--- config.mk ---
export PLATFORM = sky130hd
export DESIGN_NAME = object_spawn_scheduler_flat
export DESIGN_NICKNAME = d
export VERILOG_FILES = /design/src/rtl/object_spawn_if.sv /design/src/rtl/object_spawn_scheduler.sv /design/src/flat_wrapper.sv
export SDC_FILE = /design/constraint.sdc
export NUM_CORES = 1
export LEC_CHECK = 0
export BUFFER_PORTS_ARGS = -buffer_cell sky130_fd_sc_hd__buf_2
export CAP_MARGIN = 20
export CORE_MARGIN = 1.5
export CORE_UTILIZATION = 53
export CTS_BUF_LIST = sky130_fd_sc_hd__clkbuf_4 sky130_fd_sc_hd__clkbuf_8 sky130_fd_sc_hd__clkbuf_16
export CTS_CLUSTER_DIAMETER = 150
export DETAILED_ROUTE_END_ITERATION = 16
export GPL_TIMING_DRIVEN = 0
export PLACE_DENSITY = 0.8
export SYNTH_ARGS = -nofsm -noshare
export SYNTH_HDL_FRONTEND = slang
export SYNTH_SLANG_ARGS = --single-unit
--- constraint.sdc ---
create_clock -name clk_calculation -period 2.7 [get_ports clk_calculation]
set_input_delay 0 -clock clk_calculation [delete_from_list [all_inputs] [get_ports clk_calculation]]
set_output_delay 0 -clock clk_calculation [all_outputs]
set_load 0.03 [all_outputs]
--- src/rtl/object_spawn_if.sv ---
// Spawn handshake between the scheduler (master) and the multi-object trigger runtime (slave).
// Carries the object fields, the active-low sync request and the runtime's update acknowledge.
interface object_spawn_if;
  logic [2:0] object_movement_direction;
  logic [9:0] object_pos_x;
  logic [9:0] object_pos_y;
  logic [9:0] object_w;
  logic [9:0] object_h;
  logic [4:0] object_speed;
  logic [7:0] object_destroy_time;
  logic [1:0] object_destroy_trigger;
  logic       sync_object_position;
  logic       update_object_position;

  modport master (
    output object_movement_direction, object_pos_x, object_pos_y, object_w, object_h,
    output object_speed, object_destroy_time, object_destroy_trigger, sync_object_position,
    input  update_object_position
  );

  modport slave (
    input  object_movement_direction, object_pos_x, object_pos_y, object_w, object_h,
    input  object_speed, object_destroy_time, object_destroy_trigger, sync_object_position,
    output update_object_position
  );
endinterface

--- src/rtl/object_spawn_scheduler.sv ---
// Walks a stage's spawn-pattern ROM, waits for each entry's spawn time and hands it to the
// object runtime over the sync/update handshake; tracks stage time and counts unacked spawns.
module object_spawn_scheduler #(
  parameter int ADDR_W      = 8,
  parameter int ACK_TIMEOUT = 64,
  parameter int TIME_W      = 16
) (
  input  logic                clk_calculation,
  input  logic                reset,
  input  logic                centi_tick,
  input  logic                start,
  input  logic                pause,
  output logic [ADDR_W-1:0]   rom_addr,
  input  logic [74:0]         rom_entry,
  object_spawn_if.master      spawn_if,
  output logic [TIME_W-1:0]   stage_time,
  output logic                busy,
  output logic                done,
  output logic [7:0]          drop_count
);

  localparam int TMO_W = (ACK_TIMEOUT > 1) ? $clog2(ACK_TIMEOUT) : 1;
  localparam logic [TMO_W-1:0] TMO_LAST = TMO_W'(ACK_TIMEOUT - 1);

  typedef enum logic [2:0] {IDLE, FETCH, LATCH, WAIT_TIME, ISSUE, RELEASE} state_e;

  typedef struct packed {
    logic [2:0] dir;
    logic [9:0] pos_x;
    logic [9:0] pos_y;
    logic [9:0] w;
    logic [9:0] h;
    logic [4:0] speed;
    logic [7:0] destroy_time;
    logic [1:0] destroy_trigger;
  } obj_t;

  // Field order mirrors the ROM word so a straight cast unpacks it.
  typedef struct packed {
    logic [15:0] spawn_time;
    obj_t        obj;
    logic        last;
  } entry_t;

  state_e              state_q, state_d;
  logic [ADDR_W-1:0]   addr_q, addr_d;
  entry_t              entry_q, entry_d;
  obj_t                obj_q, obj_d;
  logic                sync_q, sync_d;
  logic [TMO_W-1:0]    tmo_q, tmo_d;
  logic [TIME_W-1:0]   time_q, time_d;
  logic                busy_q, busy_d;
  logic                done_q, done_d;
  logic [7:0]          drop_q, drop_d;
  logic                due;

  assign due = (time_q >= TIME_W'(entry_q.spawn_time));

  // NOTE: every _d gets its hold value first, so no path through this block can infer a latch.
  always_comb begin
    state_d = state_q;
    addr_d  = addr_q;
    entry_d = entry_q;
    obj_d   = obj_q;
    sync_d  = sync_q;
    tmo_d   = tmo_q;
    time_d  = time_q;
    busy_d  = busy_q;
    done_d  = done_q;
    drop_d  = drop_q;

    if (state_q == IDLE && start) begin
      time_d = '0;
    end else if (centi_tick && busy_q && !pause && time_q != '1) begin
      time_d = time_q + TIME_W'(1);
    end

    case (state_q)
      IDLE: begin
        if (start) begin
          addr_d  = '0;
          busy_d  = 1'b1;
          done_d  = 1'b0;
          drop_d  = '0;
          state_d = FETCH;
        end
      end
      FETCH: state_d = LATCH;
      LATCH: begin
        entry_d = entry_t'(rom_entry);
        // The top address has no successor, so it always ends the pattern.
        if (addr_q == '1) entry_d.last = 1'b1;
        state_d = WAIT_TIME;
      end
      WAIT_TIME: begin
        if (due && !pause) begin
          obj_d   = entry_q.obj;
          sync_d  = 1'b0;
          tmo_d   = '0;
          state_d = ISSUE;
        end
      end
      ISSUE: begin
        if (spawn_if.update_object_position) begin
          sync_d  = 1'b1;
          state_d = RELEASE;
        end else if (tmo_q == TMO_LAST) begin
          sync_d  = 1'b1;
          if (drop_q != 8'hFF) drop_d = drop_q + 8'd1;
          state_d = RELEASE;
        end else begin
          tmo_d = tmo_q + TMO_W'(1);
        end
      end
      RELEASE: begin
        if (!spawn_if.update_object_position) begin
          if (entry_q.last) begin
            done_d  = 1'b1;
            busy_d  = 1'b0;
            state_d = IDLE;
          end else begin
            addr_d  = addr_q + ADDR_W'(1);
            state_d = FETCH;
          end
        end
      end
      default: state_d = IDLE;
    endcase
  end

  // NOTE: state updates use <= so every flop samples the pre-edge values of its peers.
  always_ff @(posedge clk_calculation) begin
    if (reset) begin
      state_q <= IDLE;
      addr_q  <= '0;
      // NOTE: the entry register is a single word, so resetting it is cheap and keeps it X-free.
      entry_q <= '0;
      obj_q   <= '0;
      sync_q  <= 1'b1;
      tmo_q   <= '0;
      time_q  <= '0;
      busy_q  <= 1'b0;
      done_q  <= 1'b0;
      drop_q  <= '0;
    end else begin
      state_q <= state_d;
      addr_q  <= addr_d;
      entry_q <= entry_d;
      obj_q   <= obj_d;
      sync_q  <= sync_d;
      tmo_q   <= tmo_d;
      time_q  <= time_d;
      busy_q  <= busy_d;
      done_q  <= done_d;
      drop_q  <= drop_d;
    end
  end

  assign rom_addr   = addr_q;
  assign stage_time = time_q;
  assign busy       = busy_q;
  assign done       = done_q;
  assign drop_count = drop_q;

  assign spawn_if.sync_object_position      = sync_q;
  assign spawn_if.object_movement_direction = obj_q.dir;
  assign spawn_if.object_pos_x              = obj_q.pos_x;
  assign spawn_if.object_pos_y              = obj_q.pos_y;
  assign spawn_if.object_w                  = obj_q.w;
  assign spawn_if.object_h                  = obj_q.h;
  assign spawn_if.object_speed              = obj_q.speed;
  assign spawn_if.object_destroy_time       = obj_q.destroy_time;
  assign spawn_if.object_destroy_trigger    = obj_q.destroy_trigger;

endmodule

--- src/flat_wrapper.sv ---
// flat-port wrapper written by rule: the top's interface ports become plain ports
module object_spawn_scheduler_flat 
#(
  parameter int ADDR_W      = 8,
  parameter int ACK_TIMEOUT = 64,
  parameter int TIME_W      = 16
)
  (clk_calculation, reset, centi_tick, start, pause, rom_addr, rom_entry, stage_time, busy, done, drop_count, spawn_if_object_movement_direction, spawn_if_object_pos_x, spawn_if_object_pos_y, spawn_if_object_w, spawn_if_object_h, spawn_if_object_speed, spawn_if_object_destroy_time, spawn_if_object_destroy_trigger, spawn_if_sync_object_position, spawn_if_update_object_position);
  object_spawn_if spawn_if_i ();
  input  logic clk_calculation;
  input  logic reset;
  input  logic centi_tick;
  input  logic start;
  input  logic pause;
  output logic [ADDR_W-1:0] rom_addr;
  input  logic [74:0] rom_entry;
  output logic [TIME_W-1:0] stage_time;
  output logic busy;
  output logic done;
  output logic [7:0] drop_count;
  output wire logic [$bits(spawn_if_i.object_movement_direction)-1:0] spawn_if_object_movement_direction;
  output wire logic [$bits(spawn_if_i.object_pos_x)-1:0] spawn_if_object_pos_x;
  output wire logic [$bits(spawn_if_i.object_pos_y)-1:0] spawn_if_object_pos_y;
  output wire logic [$bits(spawn_if_i.object_w)-1:0] spawn_if_object_w;
  output wire logic [$bits(spawn_if_i.object_h)-1:0] spawn_if_object_h;
  output wire logic [$bits(spawn_if_i.object_speed)-1:0] spawn_if_object_speed;
  output wire logic [$bits(spawn_if_i.object_destroy_time)-1:0] spawn_if_object_destroy_time;
  output wire logic [$bits(spawn_if_i.object_destroy_trigger)-1:0] spawn_if_object_destroy_trigger;
  output wire logic [$bits(spawn_if_i.sync_object_position)-1:0] spawn_if_sync_object_position;
  input wire logic [$bits(spawn_if_i.update_object_position)-1:0] spawn_if_update_object_position;
  assign spawn_if_object_movement_direction = spawn_if_i.object_movement_direction;
  assign spawn_if_object_pos_x = spawn_if_i.object_pos_x;
  assign spawn_if_object_pos_y = spawn_if_i.object_pos_y;
  assign spawn_if_object_w = spawn_if_i.object_w;
  assign spawn_if_object_h = spawn_if_i.object_h;
  assign spawn_if_object_speed = spawn_if_i.object_speed;
  assign spawn_if_object_destroy_time = spawn_if_i.object_destroy_time;
  assign spawn_if_object_destroy_trigger = spawn_if_i.object_destroy_trigger;
  assign spawn_if_sync_object_position = spawn_if_i.sync_object_position;
  assign spawn_if_i.update_object_position = spawn_if_update_object_position;
  object_spawn_scheduler #(.ADDR_W(ADDR_W), .ACK_TIMEOUT(ACK_TIMEOUT), .TIME_W(TIME_W)) u_core (.clk_calculation(clk_calculation), .reset(reset), .centi_tick(centi_tick), .start(start), .pause(pause), .rom_addr(rom_addr), .rom_entry(rom_entry), .spawn_if(spawn_if_i), .stage_time(stage_time), .busy(busy), .done(done), .drop_count(drop_count));
endmodule
**Yosys cells after proc, flatten, opt, wreduce, memory -nomap -nowiden**

Cells that the tools add are included.
W data, S select, Z words.

- Flip-flop bits (word level): 177
- Output and inout port bits: 93
- Word-level logic and storage cells: 100

- $add $sub $neg: 4
- $lt $le $gt $ge: 1
- Equal/unequal tests: 19
- Multiplexer cells: 32
- Reductions and logical operators: 18

Operators by type and width:

| cell | count |
|---|---|
| $mux W8 | 6 |
| $pmux W8 S2 | 2 |
| $mux W6 | 3 |
| $pmux W3 S6 | 1 |
| $add A16 B1 Y16 const B | 1 |
| $add A8 B1 Y8 const B | 2 |
| $ge A16 B16 Y1 | 1 |
| $ne A16 B16 Y1 const B | 1 |
| $reduce_and A4 Y1 | 4 |
| $mux W3 | 5 |
| $pmux W6 S2 | 1 |
| $mux W1 | 11 |
| $ne A2 B2 Y1 const B | 5 |
| $eq A8 B8 Y1 const B | 1 |
| $ne A2 B1 Y1 const B | 4 |
| $ne A8 B8 Y1 const B | 1 |
| $add A6 B1 Y6 const B | 1 |
| $eq A3 B2 Y1 const B | 2 |
| $eq A3 B3 Y1 const B | 2 |
| $eq A6 B6 Y1 const B | 1 |
| $pmux W1 S2 | 3 |
| $reduce_bool A2 Y1 | 3 |
| $logic_and A1 B1 Y1 | 5 |
| $reduce_and A5 Y1 | 1 |
| 7 further kinds | 7 |

**Depth between registers and ports, before layout**

Gate-level depths: netlist of the first run.

- Depth in word-level cells: 5
- Gate-level depth with buffers: 10
- Depth with buffers taken out: 8

**Worst setup path before layout of the first run**

Ideal clock, no wire load.

- Path kind: flip-flop to flip-flop
- Start point: reg u_core.time_q[15], in the netlist u_core.stage_time[15]
- End point: reg u_core.obj_q, in the netlist u_core.spawn_if.object_h[0]
- Data arrival time: 2363 ps
- Setup slack: 209 ps
- Stages on the path, launching flop included: 10
- Buffers on the path: 2
- Clock period less this slack: 2491 ps
- Cells stage by stage: dfxtp_1 -> ha_1 -> nand4_2 -> nor3_2 -> or4b_1 -> a31oi_1 -> buf_6 -> buf_12 -> mux2i_1 -> nor2_1

- Longest elaborated chain between the ends: 3

RTL lines:

| element | line | RTL |
|---|---|---|
| start, declared | object_spawn_scheduler.sv:51 | `logic [TIME_W-1:0] time_q, time_d;` |
| start signal, assigned | object_spawn_scheduler.sv:152 | `time_q <= time_d;` |
| $ge A16 B16 Y1 | object_spawn_scheduler.sv:57 | `assign due = (time_q >= TIME_W'(entry_q.spawn_time));` |
| $logic_and A1 B1 Y1 | object_spawn_scheduler.sv:96 | `if (due && !pause) begin` |
| $reduce_and A2 Y1 (no line) | - |  |
| end signal, assigned | object_spawn_scheduler.sv:149 | `obj_q <= obj_d;` |
| end, declared | object_spawn_scheduler.sv:48 | `obj_t obj_q, obj_d;` |

No other way between the ends.
A chain may end at the register's enable or synchronous reset.

**Worst setup path in the final report of the first run**

- Start point: reg u_core.entry_q[74] (netlist name)
- End point: reg u_core.obj_q, in the netlist u_core.spawn_if.object_destroy_time[0]

- Longest elaborated chain between the ends: 3

RTL lines:

| element | line | RTL |
|---|---|---|
| start, declared | object_spawn_scheduler.sv:47 | `entry_t entry_q, entry_d;` |
| start signal, assigned | object_spawn_scheduler.sv:148 | `entry_q <= entry_d;` |
| $ge A16 B16 Y1 | object_spawn_scheduler.sv:57 |  |
| $logic_and A1 B1 Y1 | object_spawn_scheduler.sv:96 |  |
| $reduce_and A2 Y1 (no line) | - |  |

No other way between the ends.

==> results of run 1 <==
==> flip-flops by register name, indices dropped and copies added (netlist names), 10 cells and up <==
| register | cells |
|---|---|
| u_core.spawn_if.object_pos_x | 10 |
| u_core.spawn_if.object_pos_y | 10 |
| u_core.stage_time | 16 |
| u_core.entry_q | 75 |
| u_core.spawn_if.object_h | 10 |
| u_core.spawn_if.object_w | 10 |
==> cells in the mapped netlist (2+ instances only) <==
master     instances  area share
a31oi_1            2      0.0017
buf_2              2      0.0014
buf_1              5      0.0026
a221o_1            3      0.0042
o21a_1             4      0.0042
nor2_1           106       0.055
nand2b_1           5      0.0043
nor3_1            11      0.0077
nand2_1          174       0.091
or2_2              2      0.0017
nand3b_1           3      0.0031
o21ai_0           10      0.0070
ha_1              20       0.035
mux2i_1           62       0.086
nand3_1           16       0.011
dfxtp_1          177        0.49
or3_1              7      0.0061
and4_1             4      0.0049
a2111oi_0          3      0.0037
and2_1             2      0.0017
nand4_1            7      0.0061
nor2b_1            2      0.0017
buf_12             6       0.017
xor2_1            11       0.013
and3_1             5      0.0043
nor3b_1            3      0.0031
a21oi_1           93       0.065
xnor2_1            9       0.011
inv_1             20       0.010
a311oi_1           3      0.0037
clkbuf_1          35       0.018
==> worst max-delay path by stage <==
stage	end	from
floorplan	u_core.spawn_if.object_h[0]	u_core.stage_time[15]
global placement	u_core.spawn_if.object_speed[4]	u_core.stage_time[15]
detailed placement	u_core.spawn_if.object_speed[4]	u_core.stage_time[15]
CTS	u_core.spawn_if.object_h[7]	u_core.stage_time[15]
global route	u_core.spawn_if.object_destroy_time[0]	u_core.entry_q[74]
finish	u_core.spawn_if.object_destroy_time[0]	u_core.entry_q[74]
==> worst max-delay path, cell delays in order (launching register included) <==
cell and delay [ns]:
dfxtp_1 0.33, inv_1 0.10, ha_4 0.30, nand4_2 0.13
nor3_2 0.22, or4b_4 0.50, a31oi_2 0.17, buf_6 0.21
buf_12 0.17, mux2i_1 0.23, nor2_1 0.07
==> what timing repair did <==
| action | 4_1_cts | 5_1_grt |
|---|---|---|
| hold buffers | 78 | 0 |
| buffers inserted | 0 | 0 |
| hold endpoints to repair | 78 | 0 |
| resized for setup | 0 | 4 |
| setup endpoints to repair | 0 | 58 |
==> cell families (layout without fill, tap and decap cells) <==
logic type,after synthesis,after routing,synth area share
xor gates and xnor gates,20,20,0.0243
DFF,177,177,0.493
adders and majority gates,20,20,0.0348
muxes,62,62,0.0863
buffers and inverters,69,352,0.0510
AOI/OAI and AO/OA,126,126,0.0970
and+or+nand+nor,355,355,0.214
==> per-layer routing <==
layer,vias up,track usage,wire length (µm)
li1,3313,-,-
met1,3207,0.355,8530
met2,214,0.464,9540
met3,57,0.0594,1020
met4,0,0.132,714
met5,-,0,0
==> power by group <==
part	total (mW)	internal, mW	switching (mW)
Clock	2.35	1.32	1.04
Sequential	2.99	2.85	0.139
Combinational	1.45	0.552	0.901
==> final cells by class <==
class / count / area, µm² / area share
buffer: 49 / 292 / 0.0302
clock buffer: 20 / 454 / 0.0471
clock inverter: 12 / 109 / 0.0113
inverter: 20 / 75.1 / 0.00778
multi-input combinational: 583 / 3310 / 0.343
sequential: 177 / 3540 / 0.367
tap: 176 / 220 / 0.0228
timing repair buffer: 251 / 1650 / 0.171
==> metrics.txt, run 1 <==
relative slew slack 0.452; P_leak 3.90 nW; Max-Cap Viols 0; Hold Crit Depth 4; most frequent cells in the layout dfxtp_1, buf_2, nand2_1, nor2_1, a21oi_1; Core Footprint 13200 µm²; number of DRC violations after detailed-routing iteration 0 roughly 440; CP Data Required Time between 2 and 3 ns; CTS tree yes; Hold Path End u_core.stage_time[2]; Routed WL 19.8 mm; Synth Register Bits roughly 180; CTS HTree Levels 4; Starting Density 0.543; Yosys cell types 48; Synth Cell Area 7190 µm²; ys flop type dfxtp_1; Post-DP HPWL 12.4 mm; CTS Sinks 177; clk slew on worst S/H paths 0.06 ns; Avg WL per Cell 15.4 µm; Fmax achieved 387 MHz; Setup TNS 0 ns; Synth Instances around 830; die area 14300 µm²; initial antenna violation count 0; Final Setup Violations 0; HP Start centi_tick; most common cell after layout, fill and taps aside dfxtp_1; Site Rows 42; crit end category flip-flop; n_diodes 0; yosys warns 0; PwrDens 705 nW/µm²; final cell count without fillers 1288; DR vias 6791; Tcrit/Tclk final 0.958; Die Width about 120 µm; R2R Setup Slk 0.11 ns; total power ~7 mW; cts bufs inserted 17; critical path data arrival time 2.87 ns; I/O Buffers around 170; Critical R2R Launch u_core.entry_q[74]; Worst R2R Path Depth 10; vias in the first global route roughly 6500; Design Area, Final 9650 µm²; Period minus WS final 2.59 ns; DIE HEIGHT ~120 µm; reg-to-reg endpoint u_core.spawn_if.object_destroy_time[0]; worst-margin pin slew 0.821 ns; Post-Place Setup Slack 0.100 ns; worst hold-check path type in2reg; detailed-route vias per instance about 5.3; number of flops mapped to enable cells by yosys 0; clk buf depth 2; Syn Nets 930; Clk Latency, worst-skew pair between 0.4 and 0.5 ns; Fin. Hold Viols 0; GP Congestion 0.821; clk_skew 0.0104 ns; share of layout cells above drive strength 1 0.201; worst vdd ir roughly 470 µV; register area share after synthesis 0.493; overall global routing resource usage 0.282; DRT Pass-1 Iters 5; Hold Slack between 0.1 and 0.15 ns; fin util 0.729; status finished, final reports clean; CTS Root Buffer Type clkbuf_16; CP Launch Type flip-flop; Post-Place Cells 1178; Filler cells 964; CP max FO 10; pin count of the biggest net entering global routing 17; Avg Cell Area, Syn approximately 8.7 µm²; dpl cell area 8280 µm²; Final ANT Viol Nets 0; Nets 1200; total I/O pin count approximately 170; Synth async-reset ratio 0; Final WS setup 0.113 ns; Syn-to-layout area delta 34.1%; critical path type reg2reg; grt total ovfl 0; fin. max-slew vios 0; final routed DRC violation total 0; first-pass GRT wire length between 30 and 40 mm
(Power assumes the default switching activity.)
==> inputs of run 2 (changes only) <==
Settings changed: CORE_UTILIZATION 53 to 57, CTS_CLUSTER_SIZE set to 14, PLACE_DENSITY 0.8 to 0.85.
Clock period 2.7 ns to 3.3 ns, I/O delays scaled along.
==> run 2 against run 1 <==
  * Non-clock buffer count unchanged
  * Critical path type unchanged
  * Design area down 0.32%
  * Critical endpoint is now u_core.spawn_if.object_h[5]
  * Highest routed layer unchanged
  * First-iteration DRC count up 40%
==> metrics.txt, run 2 (synthesis results as in run 1) <==
critical path type reg2reg; critical path data arrival time 2.99 ns; fin. max-slew vios 0; most frequent cells in the layout dfxtp_1, buf_2, nand2_1, nor2_1, a21oi_1; Die Width 115 µm; Design Area, Final a little under 10000 µm²; total power 5.62 mW; max reg flops 75; CTS HTree Levels 4; clk buf depth 2; relative slew slack 0.487; Syn-to-layout area delta 33.7%; die area 13300 µm²; crit end category flip-flop; overall global routing resource usage 0.321; dpl cell area 8270 µm²; clk_skew 0.0181 ns; vias in the first global route 6772; grt total ovfl 0; Site Rows 40; status finished, final reports clean; Core Footprint around 12000 µm²; final routed DRC violation total 0; CTS resizes 0; share of layout cells above drive strength 1 0.196; Most flops, register u_core.entry_q; Tcrit/Tclk final 0.814; worst hold-check path type in2reg; worst-margin pin slew 0.770 ns; fin util 0.791; CP Launch Type flip-flop; Starting Density 0.592; Setup TNS 0 ns; first-pass GRT wire length 32.8 mm; CP max FO 10; Period minus WS final around 2.7 ns; DR vias 6848; CP Data Required Time 3.60 ns; Avg WL per Cell 16.4 µm; Hold Slack 0.136 ns; cts bufs inserted 17; Fin. Hold Viols 0; initial antenna violation count 0; most common cell after layout, fill and taps aside dfxtp_1; Post-Place Setup Slack 0.671 ns; PwrDens 584 nW/µm²; I/O Buffers 173; GP Congestion 0.851; clk slew on worst S/H paths around 0.070 ns; CTS tree yes; Routed WL 21.0 mm; Post-Place Cells 1170; RSZ-0062 raised after global routing no; Post-DP HPWL 12.5 mm; Clk Latency, worst-skew pair 0.44 ns; Max-Cap Viols 0; Final WS setup a little over 0.6 ns; Final Setup Violations 0; CTS Root Buffer Type clkbuf_16; final cell count without fillers 1278; worst vdd ir 384 µV; DIE HEIGHT 115 µm; Filler cells 792; CTS Hold Bufs 78; number of DRC violations after detailed-routing iteration 0 around 600; detailed-route vias per instance 5.36; pin count of the biggest net entering global routing 17; DRT Pass-1 Iters 5; Post-CTS Setup Inserts 0; CTS Sinks roughly 180; Nets between 1000 and 1500; total I/O pin count 174; P_leak 3.91 nW; Final ANT Viol Nets 0; Fmax achieved between 300 and 400 MHz
==> run 2: worst max-delay path, cell delays in order (launching register included) <==
cell and delay, ns:
dfxtp_1 0.38, ha_1 0.36, nand4_2 0.15, nor3_2 0.23, or4b_1 0.49, a31oi_1 0.22
buf_6 0.22, buf_12 0.17, mux2i_1 0.25, nor2_1 0.08
==> run 2: cell type report <==
cell class,count,area [µm²],area share
Antenna cell,1,2.50,0.000260
Buffer,49,292,0.0303
Clock buffer,20,454,0.0472
Clock inverter,9,109,0.0113
Inverter,20,75.1,0.00781
Multi-Input combinational cell,583,3280,0.342
Sequential cell,177,3540,0.368
Tap cell,168,210,0.0219
Timing Repair Buffer,251,1650,0.171
==> run 2: path summary, 6_finish.rpt <==
kind	cells past startpoint	end	start	slack, ns
worst min register to register	2	u_core.entry_q[41]	u_core.entry_q[41]	0.46
worst max-delay path	9	u_core.spawn_if.object_h[5]	u_core.stage_time[15]	0.61
worst max register to register	9	u_core.spawn_if.object_h[5]	u_core.stage_time[15]	0.61
worst min-delay path	4	u_core.stage_time[2]	centi_tick	0.14
==> run 2: power breakdown <==
group	total, mW	switching [mW]	internal [mW]
Sequential	2.45	0.119	2.34
Clock	1.97	0.831	1.14
Combinational	1.19	0.752	0.438
Total	5.62	1.70	3.91
==> run 2: metal layers <==
metal  track usage  vias up  wire length, µm
met1         0.372     3196             8320
met4         0.146        0              680
met5             0        -                0
met2         0.551      281            10600
met3        0.0896       63             1430
li1              -     3308                -
==> inputs of run 3 (changes only) <==
Settings changed: ABC_AREA set to 1, CORE_UTILIZATION 57 to 53, PLACE_DENSITY 0.85 to 0.8.
Clock period 3.3 ns to 2.7 ns, I/O delays scaled along.
==> run 3 against run 2 <==
  * Count of clock-buffer cells in the layout fell by 3
  * Sequential share of layout area is 0.31 points lower
  * Cell count grew 12%
  * Global-route usage shrank 1.2 points
  * Worst hold slack got worse by 0.081 ns
  * Area after synthesis up 0.90%
  * First-iteration DRC count up 20%
  * Clock skew decreased by 0.0052 ns
  * Maximum frequency up 12%
  * Clock power grew 28%
  * Design area grew 0.86%
  * Critical path type unchanged
  * Critical endpoint is now u_core.spawn_if.object_destroy_time[4]
  * Largest power group unchanged
==> metrics.txt, run 3 <==
Syn Nets 1076; dpl cell area ~8300 µm²; Synth Register Bits 177; ys flop type dfxtp_1; DRT Pass-1 Iters 6; share of layout cells above drive strength 1 0.187; final routed DRC violation total 0; clk_skew 0.0129 ns; Clk Latency, worst-skew pair approximately 0.43 ns; Yosys cell types 33; Synth top cells by count dfxtp_1, nor2_1, nand2_1, a21oi_1, o21ai_0; detailed-route vias per instance 5.53; CP Data Required Time 3.05 ns; Filler cells 989; Post-CTS Setup Inserts 0; area leader, netlist dfxtp_1; critical path data arrival time 2.75 ns; worst-margin pin slew between 0.6 and 0.7 ns; cts bufs inserted 17; CTS Root Buffer Type clkbuf_16; Period minus WS final around 2.4 ns; Synth async-reset ratio 0; CP Launch Type flip-flop; Max-Cap Viols 0; final cell count without fillers 1431; most common cell in the netlist dfxtp_1; yosys warns 0; Synth Cell Area 7260 µm²; Fin. Hold Viols 0; Setup TNS 0 ns; CP max FO 10; CTS tree yes; Design Area, Final 9700 µm²; Fmax achieved 418 MHz; DR vias 7909; first-pass GRT wire length 35.5 mm; Post-Place Cells around 1300; CTS Sinks 177; RSZ-0062 raised after global routing no; Final Setup Violations 0; status finished, final reports clean; Starting Density 0.546; number of DRC violations after detailed-routing iteration 0 739; Avg Cell Area, Syn 7.45 µm²; Post-DP HPWL 13.8 mm; Synth Instances 975; CTS HTree Levels 4; pin count of the biggest net entering global routing 18; Routed WL 22.2 mm; P_leak 4.22 nW; initial antenna violation count 1; max reg flops 75; CTS resizes 0; grt total ovfl 0; GP Congestion roughly 0.89; number of flops mapped to enable cells by yosys 0; PwrDens 880 nW/µm²; die area ~14000 µm²; Die Width 120 µm; Core Footprint 13300 µm²; fin. max-slew vios 0; worst vdd ir 698 µV; Most flops, register u_core.entry_q; synth top area cells dfxtp_1, nor2_1, a21oi_1, nand2_1, o21ai_0; Site Rows 42; most common cell after layout, fill and taps aside buf_2; Nets 1343; vias in the first global route between 7000 and 8000; share of the synthesized area in the top cell type 0.488; relative slew slack 0.578; DIE HEIGHT 120 µm; register area 3540 µm²; clk slew on worst S/H paths 0.07 ns; I/O Buffers 172; Avg WL per Cell between 15 and 20 µm; Syn-to-layout area delta 33.6%; Tcrit/Tclk final 0.887; clk buf depth 2; register area share after synthesis 0.488; Final ANT Viol Nets 0; overall global routing resource usage 0.308; crit end category flip-flop; total I/O pin count 174; most frequent cells in the layout buf_2, dfxtp_1, nor2_1, nand2_1, a21oi_1; critical path type reg2reg; worst hold-check path type in2reg; area of the multi-input gates 3220 µm²
[run 3: changes by cell type in the layout (fill, tap and decap cells not counted), moves of 9 or more]
cell,delta
o21ai_0,+83
nand3_1,+76
mux2i_1,-62
nor2_1,+47
inv_1,+44
nand2_1,-26
a21oi_1,+20
xnor2_1,-9
[run 3: cell families after synthesis]
| family | share of synthesized area |
|---|---|
| compound gates | 0.153 |
| xor+xnor | 0.00483 |
| fa+ha+maj | 0.0345 |
| buf+inv | 0.0681 |
| flops | 0.488 |
| simple gates | 0.252 |
[run 3: per-stage QoR]
stage	power, mW	setup WS [ns]	util	hold slack [ns]
after floorplan	5.15	0.720	-	0.135
after detailed placement	5.83	0.464	0.627	0.227
after CTS	8.41	0.418	0.729	0.0456
after global placement	5.75	0.525	0.627	0.222
final	8.54	0.306	0.730	0.0542
after global routing	8.98	0.158	0.730	0.0778
[run 3: repair_timing]
action,4_1_cts,5_1_grt
setup endpoints to repair,0,0
hold buffers,76,0
endpoints found under the hold margin,76,0
[run 3: report_power, final]
| group | switching, mW | internal (mW) |
|---|---|---|
| Combinational | 1.78 | 0.813 |
| Sequential | 0.293 | 3.12 |
| Clock | 1.13 | 1.40 |
| Total | 3.21 | 5.33 |
[run 3: worst paths after layout]
kind	slack (ns)	end	startpoint	cells after the start
hold / removal	0.05	u_core.spawn_if.sync_object_position	spawn_if_update_object_position	5
hold reg to reg	0.46	u_core.spawn_if.object_pos_y[5]	u_core.spawn_if.object_pos_y[5]	2
setup / recovery	0.31	u_core.spawn_if.object_destroy_time[4]	u_core.stage_time[15]	10
setup reg to reg	0.31	u_core.spawn_if.object_destroy_time[4]	u_core.stage_time[15]	10
[run 3: final cells by class]
| cell class | instances | area share |
|---|---|---|
| clock buffers | 17 | 0.0439 |
| multi-input cells | 672 | 0.332 |
| well taps | 176 | 0.0227 |
| repair buffers | 248 | 0.167 |
| inverters | 71 | 0.0275 |
| flip-flops and latches | 177 | 0.365 |
| clock inverters | 14 | 0.0175 |
| plain buffers | 55 | 0.0235 |
| diodes | 1 | 0.000258 |
[run 3: worst max-delay path, stage by stage (launching register included)]
cell and delay (ns):
dfxtp_1 0.35, ha_1 0.34, a21oi_1 0.19, o21ai_0 0.13
a21oi_1 0.15, nand2_1 0.11, nand3_1 0.27, buf_4 0.25
buf_2 0.25, nand2_1 0.09, a21oi_1 0.18
[run 3: per-layer routing]
layer | wire [µm] | vias to the layer above | GRT usage
met1 | 8950 | 3661 | 0.379
met4 | 892 | 0 | 0.135
met3 | 1690 | 82 | 0.0680
li1 | - | 3759 | -
met2 | 10700 | 407 | 0.519
met5 | 0 | - | 0
